[config.mk]
export PLATFORM = sky130hd
export DESIGN_NAME = fmul_pipe
export DESIGN_NICKNAME = d
export VERILOG_FILES = /design/src/rtl/fmul_pkg.sv /design/src/rtl/fmul_round.sv /design/src/rtl/fmul_pipe.sv
export SDC_FILE = /design/constraint.sdc
export NUM_CORES = 2
export LEC_CHECK = 0
export ABC_AREA = 1
export CAP_MARGIN = 30
export CORE_MARGIN = 2
export CORE_UTILIZATION = 60
export CTS_CLUSTER_DIAMETER = 50
export DETAILED_ROUTE_END_ITERATION = 8
export PLACE_DENSITY = 0.8
export SLEW_MARGIN = 20
export SYNTH_ARGS = -nofsm -noshare
export SYNTH_HDL_FRONTEND = slang
export SYNTH_SLANG_ARGS = --single-unit
export TNS_END_PERCENT = 50
[constraint.sdc]
create_clock -name clk -period 12.6 [get_ports clk]
set_clock_uncertainty 0.05 [all_clocks]
set_input_delay 1.89 -clock clk [delete_from_list [all_inputs] [get_ports clk]]
set_output_delay 1.89 -clock clk [all_outputs]
set_load 0.02 [all_outputs]
[src/rtl/fmul_pkg.sv]
// fmul_pkg: shared encodings, flag indices and bias helper
// for the pipelined floating-point multiplier.
package fmul_pkg;

    typedef enum logic [1:0] {
        CLS_ZERO = 2'd0,
        CLS_NORM = 2'd1,
        CLS_INF  = 2'd2,
        CLS_NAN  = 2'd3
    } cls_t;

    localparam int FL_NV = 3;
    localparam int FL_OF = 2;
    localparam int FL_UF = 1;
    localparam int FL_NX = 0;

    function automatic int bias(input int exp_w);
        return (1 << (exp_w - 1)) - 1;
    endfunction

    // exp==0 is always zero: subnormals are flushed
    function automatic cls_t classify(
        input logic exp_zero,
        input logic exp_ones,
        input logic man_zero
    );
        cls_t c;
        unique case (1'b1)
            exp_zero:              c = CLS_ZERO;
            exp_ones && man_zero:  c = CLS_INF;
            exp_ones && !man_zero: c = CLS_NAN;
            default:               c = CLS_NORM;
        endcase
        return c;
    endfunction

endpackage

[src/rtl/fmul_round.sv]
// fmul_round: combinational round, pack and flag logic
// for the final multiplier stage.
module fmul_round
    import fmul_pkg::*;
#(
    parameter int EXP_W = 8,
    parameter int MAN_W = 23
) (
    input  logic                    sign,
    input  cls_t                    kind,
    input  logic signed [EXP_W+1:0] expo,
    input  logic [MAN_W-1:0]        man,
    input  logic                    guard,
    input  logic                    sticky,
    input  logic                    rm,
    output logic [EXP_W+MAN_W:0]    y,
    output logic [3:0]              flags
);

    localparam logic signed [EXP_W+1:0] EMAX =
        {2'b00, {EXP_W{1'b1}}};
    localparam logic signed [EXP_W+1:0] EZERO = '0;

    logic                    inc;
    logic                    inexact;
    logic [MAN_W:0]          sum;
    logic [MAN_W-1:0]        man_r;
    logic signed [EXP_W+1:0] exp_r;

    // a carry out of the mantissa leaves man_r all zero
    always_comb begin
        inc     = rm & guard & (sticky | man[0]);
        inexact = guard | sticky;
        sum     = {1'b0, man} + {{MAN_W{1'b0}}, inc};
        man_r   = sum[MAN_W-1:0];
        exp_r   = expo + $signed({{(EXP_W+1){1'b0}}, sum[MAN_W]});
    end

    always_comb begin
        y     = '0;
        flags = '0;
        unique case (kind)
            CLS_NAN: begin
                y = {1'b0, {EXP_W{1'b1}}, 1'b1, {(MAN_W-1){1'b0}}};
                flags[FL_NV] = 1'b1;
            end
            CLS_INF: begin
                y = {sign, {EXP_W{1'b1}}, {MAN_W{1'b0}}};
            end
            CLS_ZERO: begin
                y = {sign, {(EXP_W+MAN_W){1'b0}}};
            end
            default: begin
                flags[FL_NX] = inexact;
                if (exp_r >= EMAX) begin
                    y = {sign, {EXP_W{1'b1}}, {MAN_W{1'b0}}};
                    flags[FL_OF] = 1'b1;
                    flags[FL_NX] = 1'b1;
                end else if (exp_r <= EZERO) begin
                    y = {sign, {(EXP_W+MAN_W){1'b0}}};
                    flags[FL_UF] = 1'b1;
                    flags[FL_NX] = 1'b1;
                end else begin
                    y = {sign, exp_r[EXP_W-1:0], man_r};
                end
            end
        endcase
    end

endmodule

[src/rtl/fmul_pipe.sv]
// fmul_pipe: 3-stage floating-point multiplier with
// valid/ready flow control and a sideband tag.
module fmul_pipe
    import fmul_pkg::*;
#(
    parameter int EXP_W = 8,
    parameter int MAN_W = 23,
    parameter int TAG_W = 4
) (
    input  logic                   clk,
    input  logic                   rstn,
    input  logic                   in_valid,
    output logic                   in_ready,
    input  logic [EXP_W+MAN_W:0]   x1,
    input  logic [EXP_W+MAN_W:0]   x2,
    input  logic                   rm,
    input  logic [TAG_W-1:0]       in_tag,
    output logic                   out_valid,
    input  logic                   out_ready,
    output logic [EXP_W+MAN_W:0]   y,
    output logic [3:0]             flags,
    output logic [TAG_W-1:0]       out_tag
);

    localparam int W  = 1 + EXP_W + MAN_W;
    localparam int PW = 2 * (MAN_W + 1);
    localparam int EW = EXP_W + 2;
    localparam logic [EW-1:0] BIAS = EW'(bias(EXP_W));

    typedef struct packed {
        logic             valid;
        logic             sign;
        cls_t             kind;
        logic [EXP_W-1:0] e1;
        logic [EXP_W-1:0] e2;
        logic [PW-1:0]    prod;
        logic             rm;
        logic [TAG_W-1:0] tag;
    } s1_t;

    typedef struct packed {
        logic             valid;
        logic             sign;
        cls_t             kind;
        logic [EW-1:0]    expo;
        logic [MAN_W-1:0] man;
        logic             guard;
        logic             sticky;
        logic             rm;
        logic [TAG_W-1:0] tag;
    } s2_t;

    logic             advance;
    s1_t              s1_d, s1_q;
    s2_t              s2_d, s2_q;
    logic [EXP_W-1:0] e1, e2;
    logic [MAN_W-1:0] m1, m2;
    cls_t             c1, c2;
    logic             any_nan, any_inf, any_zero;
    logic             msb;
    logic [PW-2:0]    norm;
    logic [W-1:0]     y_d;
    logic [3:0]       flags_d;

    assign advance  = !out_valid || out_ready;
    assign in_ready = advance || !rstn;

    assign e1 = x1[MAN_W +: EXP_W];
    assign e2 = x2[MAN_W +: EXP_W];
    assign m1 = x1[MAN_W-1:0];
    assign m2 = x2[MAN_W-1:0];
    assign c1 = classify(e1 == '0, &e1, m1 == '0);
    assign c2 = classify(e2 == '0, &e2, m2 == '0);

    assign any_nan  = (c1 == CLS_NAN)  || (c2 == CLS_NAN);
    assign any_inf  = (c1 == CLS_INF)  || (c2 == CLS_INF);
    assign any_zero = (c1 == CLS_ZERO) || (c2 == CLS_ZERO);

    always_comb begin
        s1_d       = '0;
        s1_d.valid = in_valid;
        s1_d.sign  = x1[W-1] ^ x2[W-1];
        s1_d.e1    = e1;
        s1_d.e2    = e2;
        s1_d.prod  = PW'({1'b1, m1}) * PW'({1'b1, m2});
        s1_d.rm    = rm;
        s1_d.tag   = in_tag;
        if (any_nan || (any_inf && any_zero))
            s1_d.kind = CLS_NAN;
        else if (any_inf)
            s1_d.kind = CLS_INF;
        else if (any_zero)
            s1_d.kind = CLS_ZERO;
        else
            s1_d.kind = CLS_NORM;
    end

    // norm holds the bits below the leading one
    assign msb  = s1_q.prod[PW-1];
    assign norm = msb ? s1_q.prod[PW-2:0]
                      : {s1_q.prod[PW-3:0], 1'b0};

    always_comb begin
        s2_d        = '0;
        s2_d.valid  = s1_q.valid;
        s2_d.sign   = s1_q.sign;
        s2_d.kind   = s1_q.kind;
        s2_d.expo   = EW'(s1_q.e1) + EW'(s1_q.e2)
                    - BIAS + EW'(msb);
        s2_d.man    = norm[PW-2 -: MAN_W];
        s2_d.guard  = norm[PW-2-MAN_W];
        s2_d.sticky = |norm[PW-3-MAN_W:0];
        s2_d.rm     = s1_q.rm;
        s2_d.tag    = s1_q.tag;
    end

    fmul_round #(
        .EXP_W (EXP_W),
        .MAN_W (MAN_W)
    ) u_round (
        .sign   (s2_q.sign),
        .kind   (s2_q.kind),
        .expo   (s2_q.expo),
        .man    (s2_q.man),
        .guard  (s2_q.guard),
        .sticky (s2_q.sticky),
        .rm     (s2_q.rm),
        .y      (y_d),
        .flags  (flags_d)
    );

    always_ff @(posedge clk) begin
        if (!rstn) begin
            s1_q      <= '0;
            s2_q      <= '0;
            out_valid <= 1'b0;
            y         <= '0;
            flags     <= '0;
            out_tag   <= '0;
        end else if (advance) begin
            s1_q      <= s1_d;
            s2_q      <= s2_d;
            out_valid <= s2_q.valid;
            y         <= y_d;
            flags     <= flags_d;
            out_tag   <= s2_q.tag;
        end
    end

endmodule

Yosys cells after proc, flatten, opt, wreduce, memory -nomap -nowiden
Cells that the tools add are included.
Widths: inputs -> output; s select.
- register bits: 158
- output and inout port bits: 42
- logic and storage cells: 81
- add/sub/neg operators: 5
- multiply operators: 1
- magnitude comparators: 2
- eq/ne operators: 6
- mux-type cells: 15
- bitwise operators: 5
- reduce and logical (&&, ||, !) cells: 26
- operator list (kind ; count):
    $pmux 32 s3 ; 1
    $mux 31 ; 2
    $mul 24x24->48 ; 1
    $mux 47 ; 1
    $logic_not 23->1 ; 2
    $add 23x1->24 ; 1
    $reduce_or 23->1 ; 1
    $logic_not 8->1 ; 2
    $reduce_and 8->1 ; 2
    $eq 2x2->1 const B ; 6
    $pmux 2 s3 ; 2
    $add 10x1->10 ; 1
    $add 10x2->10 ; 1
    $ge 10x9->1 const B ; 1
    $le 10x1->1 const B ; 1
    $sub 9x7->10 const B ; 1
    $add 8x8->9 ; 1
    $logic_not 2->1 ; 3
    $logic_or 1x1->1 ; 6
    $mux 2 ; 3
    $logic_and 1x1->1 ; 5
    $mux 1 ; 5
    $logic_not 1->1 ; 4
    $mux 3 ; 1
    4 further kinds ; 6

Logic depth before layout (Yosys ltp)
- depth in word-level cells: 9
- mapped depth: 32
- depth with buffers taken out: 30

Modules after synthesis
A second synthesis with hierarchy kept.
- cells, all modules: 3852
- area total of the unflattened synthesis: 27974.3 sq um
- modules (own cells, without submodules) (module ; instances ; cells an instance ; area each (sq um)):
    fmul_pipe ; 1 ; 3577 ; 26530.4
    fmul_round ; 1 ; 275 ; 1443.9

Worst setup path after synthesis
No wires, ideal clock.
- path type: input -> register
- start point: in x2[3]
- end point: reg s1_q[35] in the netlist's numbering
- library setup time: 0.115 ns
- arrival time: 7.531 ns
- data required time: 12.435 ns
- setup slack: 4.904 ns
- stages: 27
- path buffers: 2
- cells stage by stage: clkbuf_1 clkbuf_1 nand2_1 fa_1 inv_1 fa_1 inv_1 fa_1 inv_1 fa_1 inv_1 fa_1 inv_1 fa_1 inv_1 fa_1 inv_1 ha_1 nand2_1 nor2_1 nand2_1 inv_1 nand2_1 o21ai_0 nor2_1 o21ai_0 inv_1
- word-level cells in the longest chain between the ends: 1
- ends and longest elaborated chain (what ; line ; source):
    from (decl) ; fmul_pipe.sv:15 ; input logic [EXP_W+MAN_W:0] x2,
    $mul 24x24->48 ; fmul_pipe.sv:85 ; s1_d.prod = PW'({1'b1, m1}) * PW'({1'b1, m2});
    to (signal assigned) ; fmul_pipe.sv:134 ; s1_q <= '0;
    to (signal assigned) ; fmul_pipe.sv:141 ; s1_q <= s1_d;
    to (decl) ; fmul_pipe.sv:54 ; s1_t s1_d, s1_q;
No other way between the ends.
A chain may end at the register's enable or synchronous reset.

Worst setup path after layout
- start point: in x2[1]
- end point: reg s1_q[42] in the netlist's numbering
Same word-level chain as after synthesis.

==> summary.md <==
| Metric | Value |
|---|---|
| Run status | `finished clean` |
| Most utilized layer in the global route result | `met2` |
| FF+latch area | `0.00316 mm^2` |
| Post-synth cell types | `47` |
| IO Count | `115` |
| Wire length of the first global-routing pass | `122,000 um` |
| Type of element capturing the critical path | `register` |
| Total Nets Final | `4,653` |
| Post-detailed-route wirelength per cell | `16.2 um` |
| Data arrival, critical path | `8800 ps` |
| 1st-pass router iterations | `8` |
| Highest fanout seen on the critical path | `15` |
| Overall track demand over capacity in global routing | `32.2%` |
| Final estimated routing congestion in global placement | `0.948` |
| Initial core utilization | `60.9%` |
| CP required | `12,880 ps` |
| Vias post-DR | `23,800` |
| Share of the clock period used by the worst path | `67.6%` |
| Number of vias per cell | `5.27` |
| Minimum period implied by the final worst setup slack | `8520 ps` |
| Fraction of met3 tracks used by global routing | `5.31%` |
| Hold/Removal Path Class | `register to register` |
| YS warnings | `0` |
| Estimated wirelength of the detail-placed design | `55,700 um` |
| Master of the slowest instance on the critical path | `sky130_fd_sc_hd__clkdlybuf4s50_1` |
| Vias in the first global route | `24,500` |
| Final setup viols | `0` |
| Filler instances | `3,979` |
| Height of the die | `219 um` |
| Number of antenna violations at the first check in global routing | `1` |
| Count of nets left with antenna violations after detail routing | `0` |
| Post-synthesis instance total | `3,862` |
| Post-synth net total | `4,611` |
| Register bit count reported by yosys | `158` |
| Largest net degree at the start of global routing | `62` |
| Post-Synthesis Cell Area | `0.0277 mm^2` |
| Synth area leader | `sky130_fd_sc_hd__fa_1` |
| Initial detailed-routing violation count | `1,886` |
| Cell chosen for the clock root | `sky130_fd_sc_hd__clkbuf_16` |
| Max transition margin | `47.5%` |
| Total inserted antenna cells | `0` |
| Post-synthesis average cell area | `7.18 um^2` |
| Met1 track demand over resource | `40.7%` |
| Total of hold buffers inserted after clock tree synthesis | `0` |
| Maximum buffer depth of the clock tree | `2` |
| Setup repair after global routing missed its margin | `no` |
| Die width | `219 um` |
| Layout cell share with drive strength beyond 1 | `3.22%` |
| Crit-path max cell delay | `950 ps` |
| Worst-skew pair later-pin latency | `430 ps` |
| Worst-Margin Slew | `786 ps` |
| Top library cells by usage in the layout, fill and taps aside | `1,146 x sky130_fd_sc_hd__inv_1, 1,090 x sky130_fd_sc_hd__nand2_1, 483 x sky130_fd_sc_hd__fa_1` |
| Synth async-reset ratio | `0%` |
| Final WL | `73,100 um` |
| PostCTS Resize Cnt | `0` |
| Met2 Resource Use GR | `54.8%` |
| Clock tree from TritonCTS | `built` |
| Synth Flop Type | `sky130_fd_sc_hd__dfxtp_1` |
| Deepest level of the CTS H-tree | `4` |
| Num rows | `78` |
| Number of buffers inserted by post-CTS setup repair | `0` |
| Total global routing overflow | `0` |
| Setup_tns | `0 ps` |
| Drt drc | `0` |
| Highest Clock Rate | `117 MHz` |
| Count of buffers from port buffering | `114` |
| Clock net sink count | `158` |
| Setup crit start kind | `primary input` |
| Register clock-pin slew on the reported worst setup and hold paths | `60 ps` |
| Most common cell after layout, fill and taps aside | `sky130_fd_sc_hd__inv_1` |
| Die area | `0.0479 mm^2` |
| Number of pins with negative max-slew slack in the final report | `0` |
| Synth top area share | `34.9%` |
| Number of synthesized flops with an enable pin | `0` |
| Number of hold violations in the final report | `0` |
| Leading post-synthesis cells by cell area | `sky130_fd_sc_hd__fa_1 35%, sky130_fd_sc_hd__inv_1 16%, sky130_fd_sc_hd__nand2_1 15%, sky130_fd_sc_hd__dfxtp_1 11%, sky130_fd_sc_hd__ha_1 8.7%` |
| Share of synthesized area occupied by flip-flops and latches | `11.4%` |
| Total CTS buffers | `17` |
| Max Cap Violations | `0` |
| Area of the multi-input gates | `0.0197 mm^2` |
| Area growth from synthesis to layout | `8.45%` |
| Critical path type | `primary input to register` |
| Std-Cell Core Area | `0.0455 mm^2` |
## synthesized netlist by cell type, drive strengths merged (2+ instances only)
master	count
or2	8
clkbuf	126
ha	193
nor4	11
nand3b	4
xnor2	10
and2	2
nand3	103
dfxtp	158
buf	19
xor2	22
nand4	37
nor2	176
a22o	3
o21ai	115
o32ai	16
o21bai	11
a31oi	4
fa	483
inv	1150
mux2i	6
a21oi	64
o22ai	18
nand2	1099
a32o	2
nor3	16
## per-stage QoR
step	setup WS [ps]	util, %	instance area (um^2)	hold slack [ps]	instances
4_1_cts	4140	66.0	30000	403	4512
3_5_place_dp	3710	64.7	29400	388	4481
2_1_floorplan	4900	-	27700	373	3862
3_3_place_gp	3690	64.7	29400	389	4480
5_1_grt	3660	66.1	30100	412	4516
6_report	4080	66.1	30100	404	4516
## state kept, by name, summed over array words and instances, names as in the netlist
name and cells:
flags 4, y 32, msb 1, s1_q 72, out_valid 1, s2_q 44
out_tag 4
## logic make-up after synthesis
logic type	share of synthesized area [%]
and+or+nand+nor	21.1
buffers and inverters	17.6
adders and majority gates	43.6
AOI/OAI and AO/OA	4.98
DFF	11.4
xor gates and xnor gates	1.04
muxes	0.217
## metal layers
metal / share of wire (%) / vias to the layer above
met5: 0 / -
met4: 4.4 / 0
met3: 8.5 / 255
met2: 48 / 1025
met1: 39 / 11300
li1: - / 11200
## area by class of cell
class                           count  share of cell area, %
Multi-Input combinational cell   2409                   65.5
Inverter                         1150                   14.4
Sequential cell                   158                   10.5
Timing Repair Buffer              168                   5.24
Tap cell                          600                   2.50
Clock buffer                       21                   1.53
Clock inverter                     10                  0.379
## path summary, 6_finish.rpt
kind | start | end | slack, ps | cells after the start
worst max-delay path | x2[1] | s1_q[42] | 4080 | 25
worst min-delay path | y[19] | y[19] | 400 | 2
worst max register to register | s2_q[5] | y[18] | 8300 | 21
worst min register to register | y[19] | y[19] | 400 | 2
## worst max-delay path, delay by kind of cell
family | cells | cell delay [ps]
adders and majority gates | 8 | 3960
buffers and inverters | 9 | 1630
and+or+nand+nor | 8 | 1300
Power is left out: the tool's default activity adds up to more than one toggle a clock period on the data nets, which glitch-free logic cannot reach.
